==> config.mk <==
export PLATFORM = sky130hd
export DESIGN_NAME = banco_arbiter
export DESIGN_NICKNAME = d
export VERILOG_FILES = /design/src/rtl/banco_arbiter.sv
export SDC_FILE = /design/constraint.sdc
export NUM_CORES = 1
export LEC_CHECK = 0
export ABC_AREA = 0
export BUFFER_PORTS_ARGS = -buffer_cell sky130_fd_sc_hd__buf_2
export CORE_AREA = 3 3 72 80
export CTS_BUF_LIST = sky130_fd_sc_hd__clkbuf_8 sky130_fd_sc_hd__clkbuf_16
export DETAILED_ROUTE_END_ITERATION = 12
export DIE_AREA = 0 0 75 83
export GPL_TIMING_DRIVEN = 0
export MAX_ROUTING_LAYER = met4
export PLACE_DENSITY = 0.73
export SYNTH_ARGS = -nofsm -noshare
export SYNTH_HDL_FRONTEND = slang
export SYNTH_SLANG_ARGS = --single-unit
==> constraint.sdc <==
create_clock -name clk_i -period 4.5 [get_ports clk_i]
set_input_delay 0.225 -clock clk_i [delete_from_list [all_inputs] [get_ports clk_i]]
set_output_delay 0.225 -clock clk_i [all_outputs]
set_load 0.05 [all_outputs]
==> src/rtl/banco_arbiter.sv <==
// Arbitrates the single-port colour bank between queued keypad writes and VGA reads.
// Optional macro ARB_WR_FORWARD_EN forwards uncommitted queue data to VGA reads.
module banco_arbiter #(
   parameter int unsigned AW         = 4,
   parameter int unsigned DW         = 3,
   parameter int unsigned FIFO_DEPTH = 4,
   parameter int unsigned STARVE_MAX = 8
) (
   input  logic          clk_i,
   input  logic          rst_i,
   input  logic          wr_req_i,
   input  logic [AW-1:0] wr_addr_i,
   input  logic [DW-1:0] wr_data_i,
   output logic          wr_full_o,
   output logic          wr_overflow_o,
   input  logic          rd_req_i,
   input  logic [AW-1:0] rd_addr_i,
   output logic          rd_gnt_o,
   output logic          rd_valid_o,
   output logic [DW-1:0] rd_data_o,
   output logic [AW-1:0] bank_addr_o,
   output logic          bank_we_o,
   output logic [DW-1:0] bank_wdata_o,
   input  logic [DW-1:0] bank_rdata_i
);

   localparam int unsigned PW = $clog2(FIFO_DEPTH);
   localparam int unsigned CW = PW + 1;
   localparam int unsigned SW = $clog2(STARVE_MAX + 1);
   localparam logic [SW-1:0] StarveMax = SW'(STARVE_MAX);
   localparam logic [CW-1:0] Depth     = CW'(FIFO_DEPTH);

   typedef enum logic [1:0] {StIdle, StRd, StWr} state_e;

   state_e        state_q, state_d;
   logic [AW-1:0] q_addr_q [FIFO_DEPTH];
   logic [DW-1:0] q_data_q [FIFO_DEPTH];
   logic [PW-1:0] wr_ptr_q, rd_ptr_q;
   logic [CW-1:0] count_q, count_d;
   logic [SW-1:0] starve_q, starve_d;
   logic          full_q, ovf_q;
   logic [AW-1:0] addr_q;
   logic [DW-1:0] rd_data_q;
   logic [DW-1:0] rd_src;
   logic          empty, do_rd, do_wr, push;

   assign empty = (count_q == '0);

   // Reads win unless the queue has been starved for STARVE_MAX grants.
   always_comb begin
      do_rd   = 1'b0;
      do_wr   = 1'b0;
      state_d = StIdle;
      if (!rst_i) begin
         if (rd_req_i && (starve_q < StarveMax)) begin
            do_rd   = 1'b1;
            state_d = StRd;
         end else if (!empty) begin
            do_wr   = 1'b1;
            state_d = StWr;
         end
      end
   end

   always_comb begin
      push    = wr_req_i && !rst_i && (!full_q || do_wr);
      count_d = count_q;
      if (push && !do_wr) begin
         count_d = count_q + 1'b1;
      end else if (!push && do_wr) begin
         count_d = count_q - 1'b1;
      end
      if (do_wr || empty) begin
         starve_d = '0;
      end else if (do_rd && (starve_q < StarveMax)) begin
         starve_d = starve_q + 1'b1;
      end else begin
         starve_d = starve_q;
      end
   end

   always_ff @(posedge clk_i) begin
      if (push) begin
         q_addr_q[wr_ptr_q] <= wr_addr_i;
         q_data_q[wr_ptr_q] <= wr_data_i;
      end
   end

   always_ff @(posedge clk_i) begin
      if (rst_i) begin
         state_q  <= StIdle;
         wr_ptr_q <= '0;
         rd_ptr_q <= '0;
         count_q  <= '0;
         starve_q <= '0;
         full_q   <= 1'b0;
         ovf_q    <= 1'b0;
         addr_q   <= '0;
         rd_data_q <= '0;
      end else begin
         state_q  <= state_d;
         count_q  <= count_d;
         starve_q <= starve_d;
         full_q   <= (count_d == Depth);
         addr_q   <= bank_addr_o;
         if (push) wr_ptr_q <= wr_ptr_q + 1'b1;
         if (do_wr) rd_ptr_q <= rd_ptr_q + 1'b1;
         if (wr_req_i && !push) ovf_q <= 1'b1;
         if (rd_valid_o) rd_data_q <= rd_data_o;
      end
   end

`ifdef ARB_WR_FORWARD_EN
   logic          fwd_hit, fwd_hit_q;
   logic [DW-1:0] fwd_data, fwd_data_q;

   // Later (younger) matches overwrite earlier ones.
   always_comb begin
      fwd_hit  = 1'b0;
      fwd_data = '0;
      for (int unsigned i = 0; i < FIFO_DEPTH; i++) begin
         if ((CW'(i) < count_q) && (q_addr_q[rd_ptr_q + PW'(i)] == rd_addr_i)) begin
            fwd_hit  = 1'b1;
            fwd_data = q_data_q[rd_ptr_q + PW'(i)];
         end
      end
   end

   always_ff @(posedge clk_i) begin
      if (rst_i) begin
         fwd_hit_q  <= 1'b0;
         fwd_data_q <= '0;
      end else if (do_rd) begin
         fwd_hit_q  <= fwd_hit;
         fwd_data_q <= fwd_data;
      end
   end

   assign rd_src = fwd_hit_q ? fwd_data_q : bank_rdata_i;
`else
   assign rd_src = bank_rdata_i;
`endif

   assign rd_gnt_o      = do_rd;
   assign rd_valid_o    = (state_q == StRd);
   assign rd_data_o     = rd_valid_o ? rd_src : rd_data_q;
   assign bank_we_o     = do_wr;
   assign bank_wdata_o  = q_data_q[rd_ptr_q];
   assign bank_addr_o   = do_rd ? rd_addr_i : (do_wr ? q_addr_q[rd_ptr_q] : addr_q);
   assign wr_full_o     = full_q;
   assign wr_overflow_o = ovf_q;

endmodule

# Word-level counts from Yosys, hierarchy flattened
# Memories as Yosys holds them, arrays and structs flattened. A register that Yosys moved wholly into a read port is not among the register bits.
# Cells that the tools add are included.
totals:
  regBits: 22
  mem_bits_rw: 28
  memories: 2
classes:
  add_sub_neg: 5
  order_cmp: 1
  eq_ne: 2
  muxes: 18
  n_reduce_logical: 16
memory_table:
  columns: ["name", "depth", "width", "read_ports", "rd_clocked_by_memory_dff", "write_ports", "line", "text"]
  rows:
  - ["q_addr_q", 4, 4, 1, 1, 1, "36", "logic [AW-1:0] q_addr_q [FIFO_DEPTH];"]
  - ["q_data_q", 4, 3, 1, 1, 1, "37", "logic [DW-1:0] q_data_q [FIFO_DEPTH];"]
op_table:
  columns: ["cell", "n"]
  rows:
  - ["$mux 2", 5]
  - ["$mux 3", 3]
  - ["$mux 1", 8]
  - ["$mux 4", 2]
  - ["$logic_and 1x1->1", 7]
  - ["$add 2x1->2 const B", 2]
  - ["$add 4x1->4 const B", 1]
  - ["$logic_not 1->1", 4]
  - ["$lt 4x4->1 const B", 1]
  - ["$reduce_or 2->1", 2]
  - ["$add 3x1->3 const B", 1]
  - ["$eq 3x3->1 const B", 1]
  - ["$logic_not 3->1", 1]
  - ["$sub 3x1->3 const B", 1]
  - ["$eq 2x1->1 const B", 1]
  - ["$logic_or 1x1->1", 2]

# Logic depth before layout (Yosys ltp)
# Gate-level depths: netlist (run 1).
depth:
  word_depth: 11
  mapped_depth: 7
  ltp_nobuf: 7

# Worst setup path after synthesis (run 1)
# OpenSTA, ideal clock, no wires.
synth_timing:
  kind: "flip-flop to flip-flop"
  startpoint: "register count_q[0]"
  endpoint: "register addr_q[3]"
  t_arrival_ps: 2279
  t_required_ps: 4440
  setup_slack_ps: 2161
  path_stages_with_launch: 8
  path_buffers: 0
  synth_period_minus_slack_ps: 2339
  path_cell_list: "dfxtp_1 > inv_1 > ha_1 > nor2b_2 > nor3_4 > mux2i_1 > a21oi_2 > and2b_1"
synth_between:
  elab_chain_len: 6
synth_rtl:
  columns: ["element", "line", "text"]
  rows:
  - ["from (decl)", "39", "logic [CW-1:0] count_q, count_d;"]
  - ["from (signal assigned)", "102", "count_q <= count_d;"]
  - ["$logic_not 3->1", "47", "assign empty = (count_q == '0);"]
  - ["$mux 1", "58", "end else if (!empty) begin"]
  - ["$mux 1", "55", "if (rd_req_i && (starve_q < StarveMax)) begin"]
  - ["$mux 1", "54", "if (!rst_i) begin"]
  - ["net bank_we_o", "22", "output logic bank_we_o,"]
  - ["$mux 4 (2 in series)", "149", "assign bank_addr_o = do_rd ? rd_addr_i : (do_wr ? q_addr_q[rd_ptr_q] : addr_q);"]
  - ["net bank_addr_o[3]", "21", "output logic [AW-1:0] bank_addr_o,"]
  - ["to (signal assigned)", "105", "addr_q <= bank_addr_o;"]
  - ["to (decl)", "42", "logic [AW-1:0] addr_q;"]
# The timed path passes the listed nets, and every way through them passes these cells.
# A chain may end at the register's enable or synchronous reset.

# Worst setup path in the final report (run 1)
layout_timing:
  startpoint: "register count_q[0]"
  endpoint: "output port bank_addr_o[2]"
layout_between:
  elab_chain_len: 6
layout_rtl:
  columns: ["element", "line"]
  rows:
  - ["$logic_not 3->1", "47"]
  - ["$mux 1", "58"]
  - ["$mux 1", "55"]
  - ["$mux 1", "54"]
  - ["$mux 4 (2 in series)", "149"]
  - ["to (decl)", "21"]
# No other way between the ends.

==> results of run 1 <==
[cells in the final DEF, fill, tap and decap left out, types with 3 or more instances in the layout]
cell type / netlist / routed
inv_1: 5 / 5
a31oi_1: 4 / 4
buf_2: 0 / 32
nor2b_1: 8 / 8
edfxtp_1: 28 / 28
clkbuf_1: 3 / 3
mux2_2: 3 / 3
o21ai_0: 3 / 3
mux4_2: 7 / 7
mux2i_1: 4 / 4
and2_1: 4 / 4
ha_1: 8 / 8
xnor2_1: 5 / 5
clkbuf_8: 0 / 5
nand2_1: 5 / 5
dfxtp_1: 24 / 24
a21oi_2: 5 / 5
nor2_1: 12 / 12
[Yosys cell counts (2+ instances only)]
cell type	number
a21oi_2	5
a31oi_1	4
and2_1	4
and2b_1	2
clkbuf_1	3
dfxtp_1	24
edfxtp_1	28
ha_1	8
inv_1	5
mux2_2	3
mux2i_1	4
mux4_2	7
nand2_1	5
nand2b_1	2
nor2_1	12
nor2b_1	8
o21ai_0	3
or2b_1	2
or4_1	2
xnor2_1	5
[worst min-delay path by stage]
stage,cells past startpoint,startpoint,endpoint,slack [ns]
CTS,1,wr_data_i[0],q_data_q[0][0],0.12
global placement,1,starve_q[0],starve_q[0],0.44
finish,1,wr_data_i[0],q_data_q[0][0],0.13
detailed placement,1,starve_q[0],starve_q[0],0.44
global route,1,wr_data_i[1],q_data_q[1][1],0.12
floorplan,0,wr_addr_i[0],q_addr_q[0][0],0.32
[metal layers]
metal,wire (um),up-vias
li1,-,640
met1,1520,569
met2,1580,29
met3,135,4
met4,50,0
met5,0,-
[final cells by class]
type,count,area [um^2]
fill,441,2530
sequential,52,1320
multi-input combinational,92,797
timing repair buffer,32,160
tap,58,72.6
clock buffer,5,68.8
buffer,5,30.0
clock inverter,3,28.8
inverter,7,26.3
[registers in the layout (all words and copies together) (netlist names), named ones only]
| register | cells |
|---|---|
| wr_overflow_o | 1 |
| wr_ptr_q | 2 |
| addr_q | 4 |
| starve_q | 4 |
| q_data_q | 12 |
| count_q | 3 |
| state_q | 2 |
| rd_ptr_q | 2 |
| wr_full_o | 1 |
| rd_data_q | 3 |
| q_addr_q | 16 |
[where the power goes]
| part | switching, W | internal [W] |
|---|---|---|
| Clock | 0.000160 | 0.000117 |
| Combinational | 0.000260 | 0.000166 |
| Sequential | 0.0000277 | 0.000553 |
| Total | 0.000448 | 0.000837 |
[cells by family (layout without fill, tap and decap cells)]
| kind of cell | after synthesis | in the layout | share of synthesized area (%) |
|---|---|---|---|
| flops | 52 | 52 | 60.8 |
| simple gates | 47 | 47 | 13.2 |
| compound gates | 17 | 17 | 5.81 |
| mux | 14 | 14 | 10.6 |
| buf+inv | 12 | 52 | 2.59 |
| fa+ha+maj | 8 | 8 | 4.60 |
| xor+xnor | 6 | 6 | 2.42 |
[through the flow]
step / hold slack, ns / instances / util (%) / area (um^2)
finish: 0.132 / 254 / 49.8 / 2500
global route: 0.122 / 254 / 49.8 / 2500
CTS: 0.124 / 254 / 49.8 / 2500
detailed placement: 0.439 / 246 / 47.8 / 2410
global placement: 0.436 / 246 / 47.8 / 2410
floorplan: 0.324 / 156 / - / 2170
==> results by group, run 1 <==
Global routing
  • Global-route wire length before repair: around 5500 um
  • Met1 Track Usage GR: 15.1%
  • Met2 Resource Use GR: a little under a fifth
  • Vias in the first global route: 1249
  • M3 GR Usage: about 3.3%
  • Gr busiest metal: met2
  • Initial antenna violation count: 0
  • All-Layer GR Usage: a little under an eighth
  • Largest net degree at the start of global routing: 20
  • Grt ovf: 0

Routing
  • DRT antenna net count: 0
  • Post-DR vias/cell: 4.89
  • Iteration-0 DRC Markers: 57
  • Pre-antenna DRT Iters: 4
  • Avg WL per Cell: 12.9 um
  • DR DRC count: 0
  • Final WL: approximately 3300 um
  • DR vias: roughly 1.2k

Pwr
  • PD cells: 513 mW/mm^2
  • Total power: 0.00128 W
  • Static leakage: ~0.97 nW
  • Maximum vdd drop: 299 uV

Setup path
  • Worst Setup SP: count_q[0]
  • Buf/Inv on CP: 2
  • Crit end category: output pin
  • Crit path launch type: register
  • Critical Path Slowest Stage Cell: dfxtp_1
  • Worst setup path end: bank_addr_o[2]
  • RR Endpoint: q_data_q[2][0]
  • Critical-path cell list: inv_1 -> ha_1 -> nor2b_2 -> nor3_4 -> mux2i_1 -> a21oi_2 -> buf_2
  • Critical setup path kind: reg -> out
  • Worst reg2reg startpoint: count_q[0]
  • R2R depth: 6
  • Family with the most delay on the worst path: simple AND/OR/NAND/NOR gates
  • Critical path's largest stage delay: 0.34 ns
  • Flop-to-flop setup slack: 2.50 ns
  • Critical Path Stages: 7
  • Crit path DAT: 2.09 ns
  • Crit-path max FO: 5
  • CP required: 4.28 ns

STA
  • Clock Skew: about 0.0068 ns
  • Setup slack after layout: ~2.2 ns
  • Post-route setup TNS: 0 ns
  • RSZ-0062 raised after global routing: false
  • Final setup vio count: 0
  • Tmin final: approximately 2.3 ns
  • Hold Fails Final Rpt: 0
  • Max-slew headroom: a little under 70%
  • Max Slew Vio Count: 0
  • Peak Freq: 431 MHz
  • Period utilisation layout: 51.5%
  • Slew @ Worst Pin: between 0.4 and 0.5 ns

Logic synthesis
  • Synth Cell Area: 0.00217 mm^2
  • #FFs+latches synth: 52
  • Avg Inst Size Synth: between 10 and 15 um^2
  • Async set-reset flop share out of synthesis: 0%
  • Unique masters post-synth: 40
  • Post-synth EDFFs: 28
  • Seq/Total Area, Yosys: between 60% and 70%
  • Synth Warn #: 0
  • Top cell type's share of synthesized area: between 30 and 40%
  • Commonest register cell after synthesis: edfxtp_1
  • Post-Syn Instances: 156
  • Top area cells in the synthesized netlist: edfxtp_1 (39%), dfxtp_1 (22%), mux4_2 (7.2%), ha_1 (4.6%), nor2b_1 (2.3%)
  • Syn nets: 182
  • Cell taking the most area after synthesis: edfxtp_1

Floorplanning
  • Die Ht: slightly above 80 um
  • DIE AREA: 0.00623 mm^2
  • I/O pins: 33
  • Core area: 0.00503 mm^2
  • Die W: 75 um
  • Starting Density: a little over two fifths
  • Cell Rows: 27

Clock tree
  • CTS Hold Bufs: 0
  • Clock Tree Buf Depth: 2
  • Clk sink count: 52
  • H-tree depth: 2
  • Root Driver: clkbuf_8
  • CTS tree: yes
  • Worst-skew pair later-pin latency: 0.30 ns
  • PostCTS Resize Cnt: 0
  • Post-CTS Setup Bufs: 0
  • CTS Buf Count: 5
  • Reg clk slew, reported paths: 0.10 ns

Placement
  • DP HPWL: roughly 2400 um
  • GP Congestion: just under 0.8
  • Pre-CTS setup slack: 2.45 ns
  • Port bufs: 32

Layout
  • Layout Nets: 221
  • ANT cells: 0
  • Fraction of layout cells with a size suffix above 1: 32.1%
  • Area growth from synthesis to layout: 15.2%

Min path
  • HP Class: in -> reg

Job
  • Maxcap violations: 0

Status
  • Status: complete, no violations
Note: power is estimated with default switching activity, not from simulation.
==> run 2, diff against run 1 <==
Settings changed: PLACE_DENSITY 0.73 to 0.75.
Clock period 4.5 ns to 2 ns, I/O delays scaled along.
==> run 2 against run 1 <==
Register-to-register slack worse by 2.3 ns. Sequential power is 130% higher. Highest routed layer unchanged. Cell count is 0.39% higher. Via count is 3.9% higher. Critical path type unchanged. Setup slack worse by 2.1 ns. Clock skew is 0.0017 ns higher.
==> results by group, run 2 (synthesis results as in run 1) <==
Pwr
  • Switching Fraction: 32.9% (-1.9 points)
  • Static leakage: 1.02 nW (+5.0%)
  • Internal: 0.00214 W (+160%)
  • Total power: 0.00320 W (+150%)
  • Sw Pwr: 0.00105 W (+130%)
  • Logic gate share of total power: 35.5% (+2.3 points)
  • Register share of total power: 41.4% (-3.8 points)
  • Maximum vdd drop: 525 uV (+75%)
  • Clk pwr share: 23.1% (+1.5 points)
  • PD cells: 1190 mW/mm^2 (+130%)

Floorplanning
  • Die Ht: 83 um (unchanged)
  • I/O pins: 33 (unchanged)
  • Cell Rows: 27 (unchanged)
  • Starting Density: 43.2% (unchanged)
  • DIE AREA: 0.00623 mm^2 (unchanged)
  • Core area: 0.00503 mm^2 (unchanged)
  • Die W: 75 um (unchanged)

Min path
  • HP Start: wr_addr_i[0]
  • Hold EP: q_addr_q[1][0]
  • Hold Path Depth: 1 (unchanged)
  • HP Class: in -> reg

Setup path
  • Crit path launch type: register
  • CP required: 1.90 ns (-2.38 ns)
  • Critical path's largest stage delay: 0.36 ns (+0.02 ns)
  • Critical Path Slowest Stage Cell: dfxtp_2
  • Crit path DAT: 1.82 ns (-0.27 ns)
  • Flop-to-flop setup slack: 0.19 ns (-2.31 ns)
  • Critical setup path kind: reg -> out
  • Crit-path max FO: 5 (unchanged)
  • RR Endpoint: q_addr_q[2][3]
  • Crit end category: output pin
  • Critical-path cell list: inv_2 -> ha_4 -> nor2b_4 -> nor3_4 -> buf_12 -> mux2i_4 -> a21oi_4 -> buf_6
  • Worst reg2reg startpoint: count_q[1]
  • R2R depth: 6 (unchanged)

STA
  • RSZ-0062 raised after global routing: false
  • Max Slew Vio Count: 0 (unchanged)
  • Peak Freq: 520 MHz
  • Slew @ Worst Pin: 0.440 ns (-0.0166 ns)
  • Period utilisation layout: a little over nine tenths
  • Hold Fails Final Rpt: 0 (unchanged)
  • Final setup vio count: 0 (unchanged)
  • Tmin final: 1.92 ns
  • Max-slew headroom: 70.6% (+1.1 points)
  • Clock Skew: 0.00853 ns (+0.00174 ns)

Layout
  • Fraction of layout cells with a size suffix above 1: 39.1% (+6.9 points)
  • Most flop-heavy register: q_addr_q
  • Top Registers: q_addr_q (16), q_data_q (12)
  • Max reg flops: 16 (unchanged)
  • Area occupied by multi-input gates: 900 um^2 (+13%)
  • Non-Filler Instances: 255 (+0.39%)
  • Layout Nets: 222 (+0.45%)
  • Highest-count cells in the layout ignoring fill and taps: buf_2 (28), edfxtp_1 (28), dfxtp_1 (22)
  • Area growth from synthesis to layout: 23.2%
  • Filler cells: 413 (-6.3%)
  • ANT cells: 0 (unchanged)
  • Register Area: 0.00132 mm^2 (+0.19%)

Global routing
  • Met1 Track Usage GR: 17.1% (+2.0 points)
  • Initial antenna violation count: 0 (unchanged)
  • Gr busiest metal: met2
  • Vias in the first global route: 1335 (+6.9%)
  • Grt ovf: 0 (unchanged)
  • M3 GR Usage: 3.27% (unchanged)
  • All-Layer GR Usage: 13.8% (+1.9 points)
  • Largest net degree at the start of global routing: 17 (-15%)
  • Met2 Resource Use GR: 21.8% (+3.6 points)
  • Global-route wire length before repair: 6310 um (+14%)

Job
  • Maxcap violations: 0 (unchanged)

Routing
  • Avg WL per Cell: 14.8 um (+14%)
  • Post-DR vias/cell: 5.06 (+3.5%)
  • Final WL: 3770 um (+15%)
  • Iteration-0 DRC Markers: 67 (+18%)
  • DR vias: 1291 (+3.9%)
  • Pre-antenna DRT Iters: 4 (unchanged)
  • DR DRC count: 0 (unchanged)
  • DRT antenna net count: 0 (unchanged)

Clock tree
  • Clk sink count: 52 (unchanged)
  • Clock Tree Buf Depth: 2 (unchanged)
  • Root Driver: clkbuf_8
  • CTS Buf Count: 5 (unchanged)
  • Reg clk slew, reported paths: 0.09 ns (about the same)
  • CTS tree: yes
  • Worst-skew pair later-pin latency: 0.30 ns (about the same)
  • H-tree depth: 2 (unchanged)
  • CTS Hold Bufs: 0 (unchanged)

Placement
  • DP HPWL: 2720 um (+11%)
  • GP Congestion: 0.740 (-5.4%)
  • Inst Count DP: 246 (unchanged)
  • Port bufs: 32 (unchanged)

Status
  • Status: complete, no violations
## run 2: worst max-delay path by stage
| stage | startpoint | to | slack (ns) | cells past startpoint |
|---|---|---|---|---|
| floorplan | count_q[0] | addr_q[3] | -0.1 | 7 |
| global placement | count_q[1] | q_data_q[1][2] | 0.07 | 6 |
| detailed placement | count_q[1] | q_data_q[1][2] | 0.05 | 6 |
| CTS | count_q[1] | bank_addr_o[1] | 0.006 | 8 |
| global route | count_q[1] | bank_addr_o[1] | 0.02 | 8 |
| finish | count_q[1] | bank_addr_o[1] | 0.08 | 8 |
## run 2: what timing repair did
item | CTS | global route
pin swaps | 1 | 1
gates resized for setup | 12 | 4
gates cloned | 0 | 0
buffers inserted | 1 | 0
endpoints found under the setup margin | 4 | 32
## run 2: critical path, delay by kind of cell (launching register included)
family                   cells  cell delay [ns]
flip-flops                   1             0.36
AND/OR/NAND/NOR              2             0.29
multiplexers                 1             0.25
buffers and inverters        3             0.36
AO/OA/AOI/OAI                1             0.08
adder cells (fa/ha/maj)      1             0.16
## run 2: power by group through the flow
stage / logic [W] / registers, W / clock network, W
floorplan: 0.000825 / 0.00137 / 0
global placement: 0.00105 / 0.00134 / 0
detailed placement: 0.00106 / 0.00135 / 0
CTS: 0.00115 / 0.00133 / 0.000759
global route: 0.00123 / 0.00134 / 0.000798
finish: 0.00113 / 0.00132 / 0.000737
## run 2: final cells by class
| cell class | count | share of cell area (%) |
|---|---|---|
| Buffer | 5 | 1.12 |
| Inverter | 7 | 0.981 |
| Sequential cell | 52 | 49.4 |
| Multi-Input combinational cell | 92 | 33.6 |
| Clock inverter | 2 | 1.45 |
| Tap cell | 58 | 2.71 |
| Clock buffer | 6 | 3.08 |
| Timing Repair Buffer | 33 | 7.66 |
## run 2: routing by layer
metal  part of all wire, %  up-vias  routed length (um)
met3                   4.6        6                 175
met1                    44      611                1650
met2                    50       31                1870
met5                     0        -                   0
met4                   1.7        0                  65
li1                      -      643                   -
## run 2: per-stage QoR
step | utilization [%] | setup TNS (ns) | area, um^2 | hold WS [ns] | worst slack, ns
after floorplan | - | -0.360 | 2240 | 0.199 | -0.0994
final | 53.2 | 0 | 2680 | 0.0124 | 0.0783
after detailed placement | 49.1 | 0 | 2470 | 0.323 | 0.0550
after global routing | 53.2 | 0 | 2680 | 0.00472 | 0.0164
after CTS | 53.1 | 0 | 2670 | 0.00144 | 0.00640
after global placement | 49.1 | 0 | 2470 | 0.317 | 0.0662
==> run 3, diff against run 2 <==
Settings changed: CORE_AREA 3 3 72 80 to 3 3 62 93, DIE_AREA 0 0 75 83 to 0 0 65 96.
==> run 3 against run 2 <==
Flip-flop and latch count unchanged. Power decreased by 0.34%. Clock-buffer cell count decreased by 1. First-iteration DRC count decreased by 78%. Wire length decreased by 2.0%. Clock power decreased by 7.2%. Critical endpoint is now bank_addr_o[3].
==> results by group, run 3 (synthesis results as in run 1) <==
Clock tree
  • Reg clk slew, reported paths: 0.09 ns (about the same)
  • H-tree depth: 2 (unchanged)
  • Worst-skew pair later-pin latency: 0.30 ns (about the same)
  • CTS tree: yes
  • Root Driver: clkbuf_8
  • Clock Tree Buf Depth: 2 (unchanged)
  • Clk sink count: 52 (unchanged)
  • CTS Buf Count: 5 (unchanged)

Floorplanning
  • Die Ht: 96 um (+16%)
  • I/O pins: 33 (unchanged)
  • Starting Density: 42.8% (-0.44 points)
  • Cell Rows: 32 (+19%)
  • Die W: 65 um (-13%)
  • Core area: 0.00508 mm^2 (+1.0%)
  • DIE AREA: 0.00624 mm^2 (+0.24%)

Setup path
  • Worst Setup SP: count_q[1]
  • Critical-path cell list: inv_2 -> ha_4 -> nor2b_4 -> nor3_4 -> buf_12 -> mux2i_4 -> a21oi_4 -> buf_6
  • Buf/Inv on CP: 3 (unchanged)
  • Crit path DAT: 1.83 ns (about the same)
  • Worst reg2reg startpoint: count_q[1]
  • Crit-path max FO: 5 (unchanged)
  • Critical setup path kind: reg -> out
  • Crit path launch type: register
  • RR Endpoint: q_data_q[1][1]
  • Critical Path Stages: 8 (unchanged)
  • Worst setup path end: bank_addr_o[3]
  • Crit end category: output pin
  • Flop-to-flop setup slack: 0.19 ns (about the same)
  • Critical Path Slowest Stage Cell: dfxtp_2
  • R2R depth: 6 (unchanged)
  • CP required: 1.90 ns (about the same)
  • Family with the most delay on the worst path: buffers and inverters
  • Critical path's largest stage delay: 0.36 ns (about the same)

STA
  • Final setup vio count: 0 (unchanged)
  • Period utilisation layout: 96.4% (+0.30 points)
  • Max-slew headroom: 68.3% (-2.3 points)
  • Slew @ Worst Pin: 0.475 ns (+0.0349 ns)
  • RSZ-0062 raised after global routing: true
  • Max Slew Vio Count: 0 (unchanged)
  • Clock Skew: 0.0101 ns (+0.00158 ns)
  • Post-route setup TNS: 0 ns (unchanged)
  • Tmin final: 1.93 ns (+0.00594 ns)
  • Hold Fails Final Rpt: 0 (unchanged)
  • Peak Freq: 519 MHz (-0.31%)

Pwr
  • Sw Pwr: 0.00105 W (+0.13%)
  • Internal: 0.00213 W (-0.58%)
  • Static leakage: 1.04 nW (+1.2%)
  • Logic gate share of total power: 37.0% (+1.5 points)
  • Register share of total power: 41.6% (+0.2 points)
  • Clk pwr share: 21.5% (-1.6 points)
  • Switching Fraction: 33.1% (+0.16 points)
  • PD cells: 1170 mW/mm^2 (-1.6%)
  • Maximum vdd drop: 834 uV (+59%)

Placement
  • DP HPWL: 2630 um (-3.5%)
  • GP Congestion: 0.755 (+2.0%)
  • Placed cell areas: 0.00248 mm^2 (+0.51%)
  • Port bufs: 32 (unchanged)

Routing
  • Final WL: 3690 um (-2.0%)
  • DR DRC count: 0 (unchanged)
  • DR vias: 1308 (+1.3%)
  • Iteration-0 DRC Markers: 15 (-78%)
  • Pre-antenna DRT Iters: 4 (unchanged)
  • Post-DR vias/cell: 4.86 (-4.0%)
  • DRT antenna net count: 0 (unchanged)
  • Avg WL per Cell: 13.7 um (-7.1%)

Global routing
  • Initial antenna violation count: 0 (unchanged)
  • Grt ovf: 0 (unchanged)
  • All-Layer GR Usage: 13.7% (-0.13 points)
  • Global-route wire length before repair: 6050 um (-4.2%)
  • Vias in the first global route: 1312 (-1.7%)
  • Largest net degree at the start of global routing: 16 (-1)

Layout
  • Filler cells: 460 (+11%)
  • Highest-count cells in the layout ignoring fill and taps: buf_2 (28), edfxtp_1 (28), dfxtp_1 (22)
  • ANT cells: 0 (unchanged)
  • Post-layout util: 53.3% (+0.13 points)
  • Area growth from synthesis to layout: 24.7%
  • Fraction of layout cells with a size suffix above 1: 38.8% (-0.28 points)
  • Most flop-heavy register: q_addr_q
  • Finished layout cell area: 0.00271 mm^2 (+1.3%)
  • Layout Nets: 226 (+1.8%)
  • Top Registers: q_addr_q (16), q_data_q (12)
  • Max reg flops: 16 (unchanged)

Min path
  • HP Class: in -> reg

Job
  • Maxcap violations: 0 (unchanged)

Status
  • Status: complete, no violations
run 3: changes by cell type in the layout (fill, tap and decap cells not counted), sizes merged:
cell / before / now
clkinv: 2 / 1
clkbuf: 9 / 8
dlygate4sd3: 0 / 2
inv: 6 / 7
buf: 35 / 37
clkinvlp: 0 / 1
run 3: worst reg2reg max path, cell delays in order, from the launching register on:
cell,delay [ns]
dfxtp_2,0.36
inv_2,0.06
ha_4,0.16
or2b_1,0.19
nand2_2,0.12
a21oi_2,0.29
and2_2,0.32
run 3: metrics by stage:
step | hold WS, ns | worst slack (ns) | std cells | power, W
floorplan | 0.199 | -0.0994 | 156 | 0.00219
global placement | 0.315 | 0.0861 | 256 | 0.00239
detailed placement | 0.317 | 0.0489 | 256 | 0.00240
CTS | 0.00729 | -0.0145 | 266 | 0.00312
global route | 0.00383 | -0.0391 | 269 | 0.00337
finish | 0.0136 | 0.0723 | 269 | 0.00318
run 3: power by group through the flow:
| stage | logic [W] | registers (W) | clock network (W) |
|---|---|---|---|
| finish | 0.00118 | 0.00132 | 0.000684 |
| global route | 0.00128 | 0.00134 | 0.000751 |
| CTS | 0.00110 | 0.00132 | 0.000704 |
| detailed placement | 0.00106 | 0.00135 | 0 |
| global placement | 0.00105 | 0.00134 | 0 |
| floorplan | 0.000825 | 0.00137 | 0 |
run 3: area by class of cell:
cell class / count / area, um^2 / area share [%]
inverter: 7 / 26.3 / 0.969
multi-input combinational: 92 / 900 / 33.2
timing repair buffer: 37 / 240 / 8.86
buffer: 5 / 30.0 / 1.11
clock inverter: 3 / 38.8 / 1.43
sequential: 52 / 1320 / 48.8
tap: 68 / 85.1 / 3.14
clock buffer: 5 / 68.8 / 2.54
run 3: repair_timing:
action,CTS,global route
setup endpoints to repair,4,32
buffers inserted,1,2
hold endpoints to repair,4,2
pin swaps,1,4
resized for setup,4,12
hold buffers,1,1
run 3: worst min-delay path by stage:
stage | start | to | slack [ns] | cells past startpoint
floorplan | wr_addr_i[0] | q_addr_q[0][0] | 0.20 | 0
global placement | wr_data_i[2] | q_data_q[0][2] | 0.32 | 1
detailed placement | wr_data_i[1] | q_data_q[0][1] | 0.32 | 1
CTS | wr_data_i[0] | q_data_q[1][0] | 0.007 | 1
global route | wr_data_i[1] | q_data_q[2][1] | 0.004 | 1
finish | wr_data_i[1] | q_data_q[0][1] | 0.01 | 1
run 3: layer usage:
layer / vias up / track usage [%] / wire, um
li1: 641 / - / -
met1: 640 / 14.5 / 1600
met2: 21 / 23.3 / 1900
met3: 6 / 3.50 / 102
met4: 0 / 7.23 / 89
met5: - / - / 0
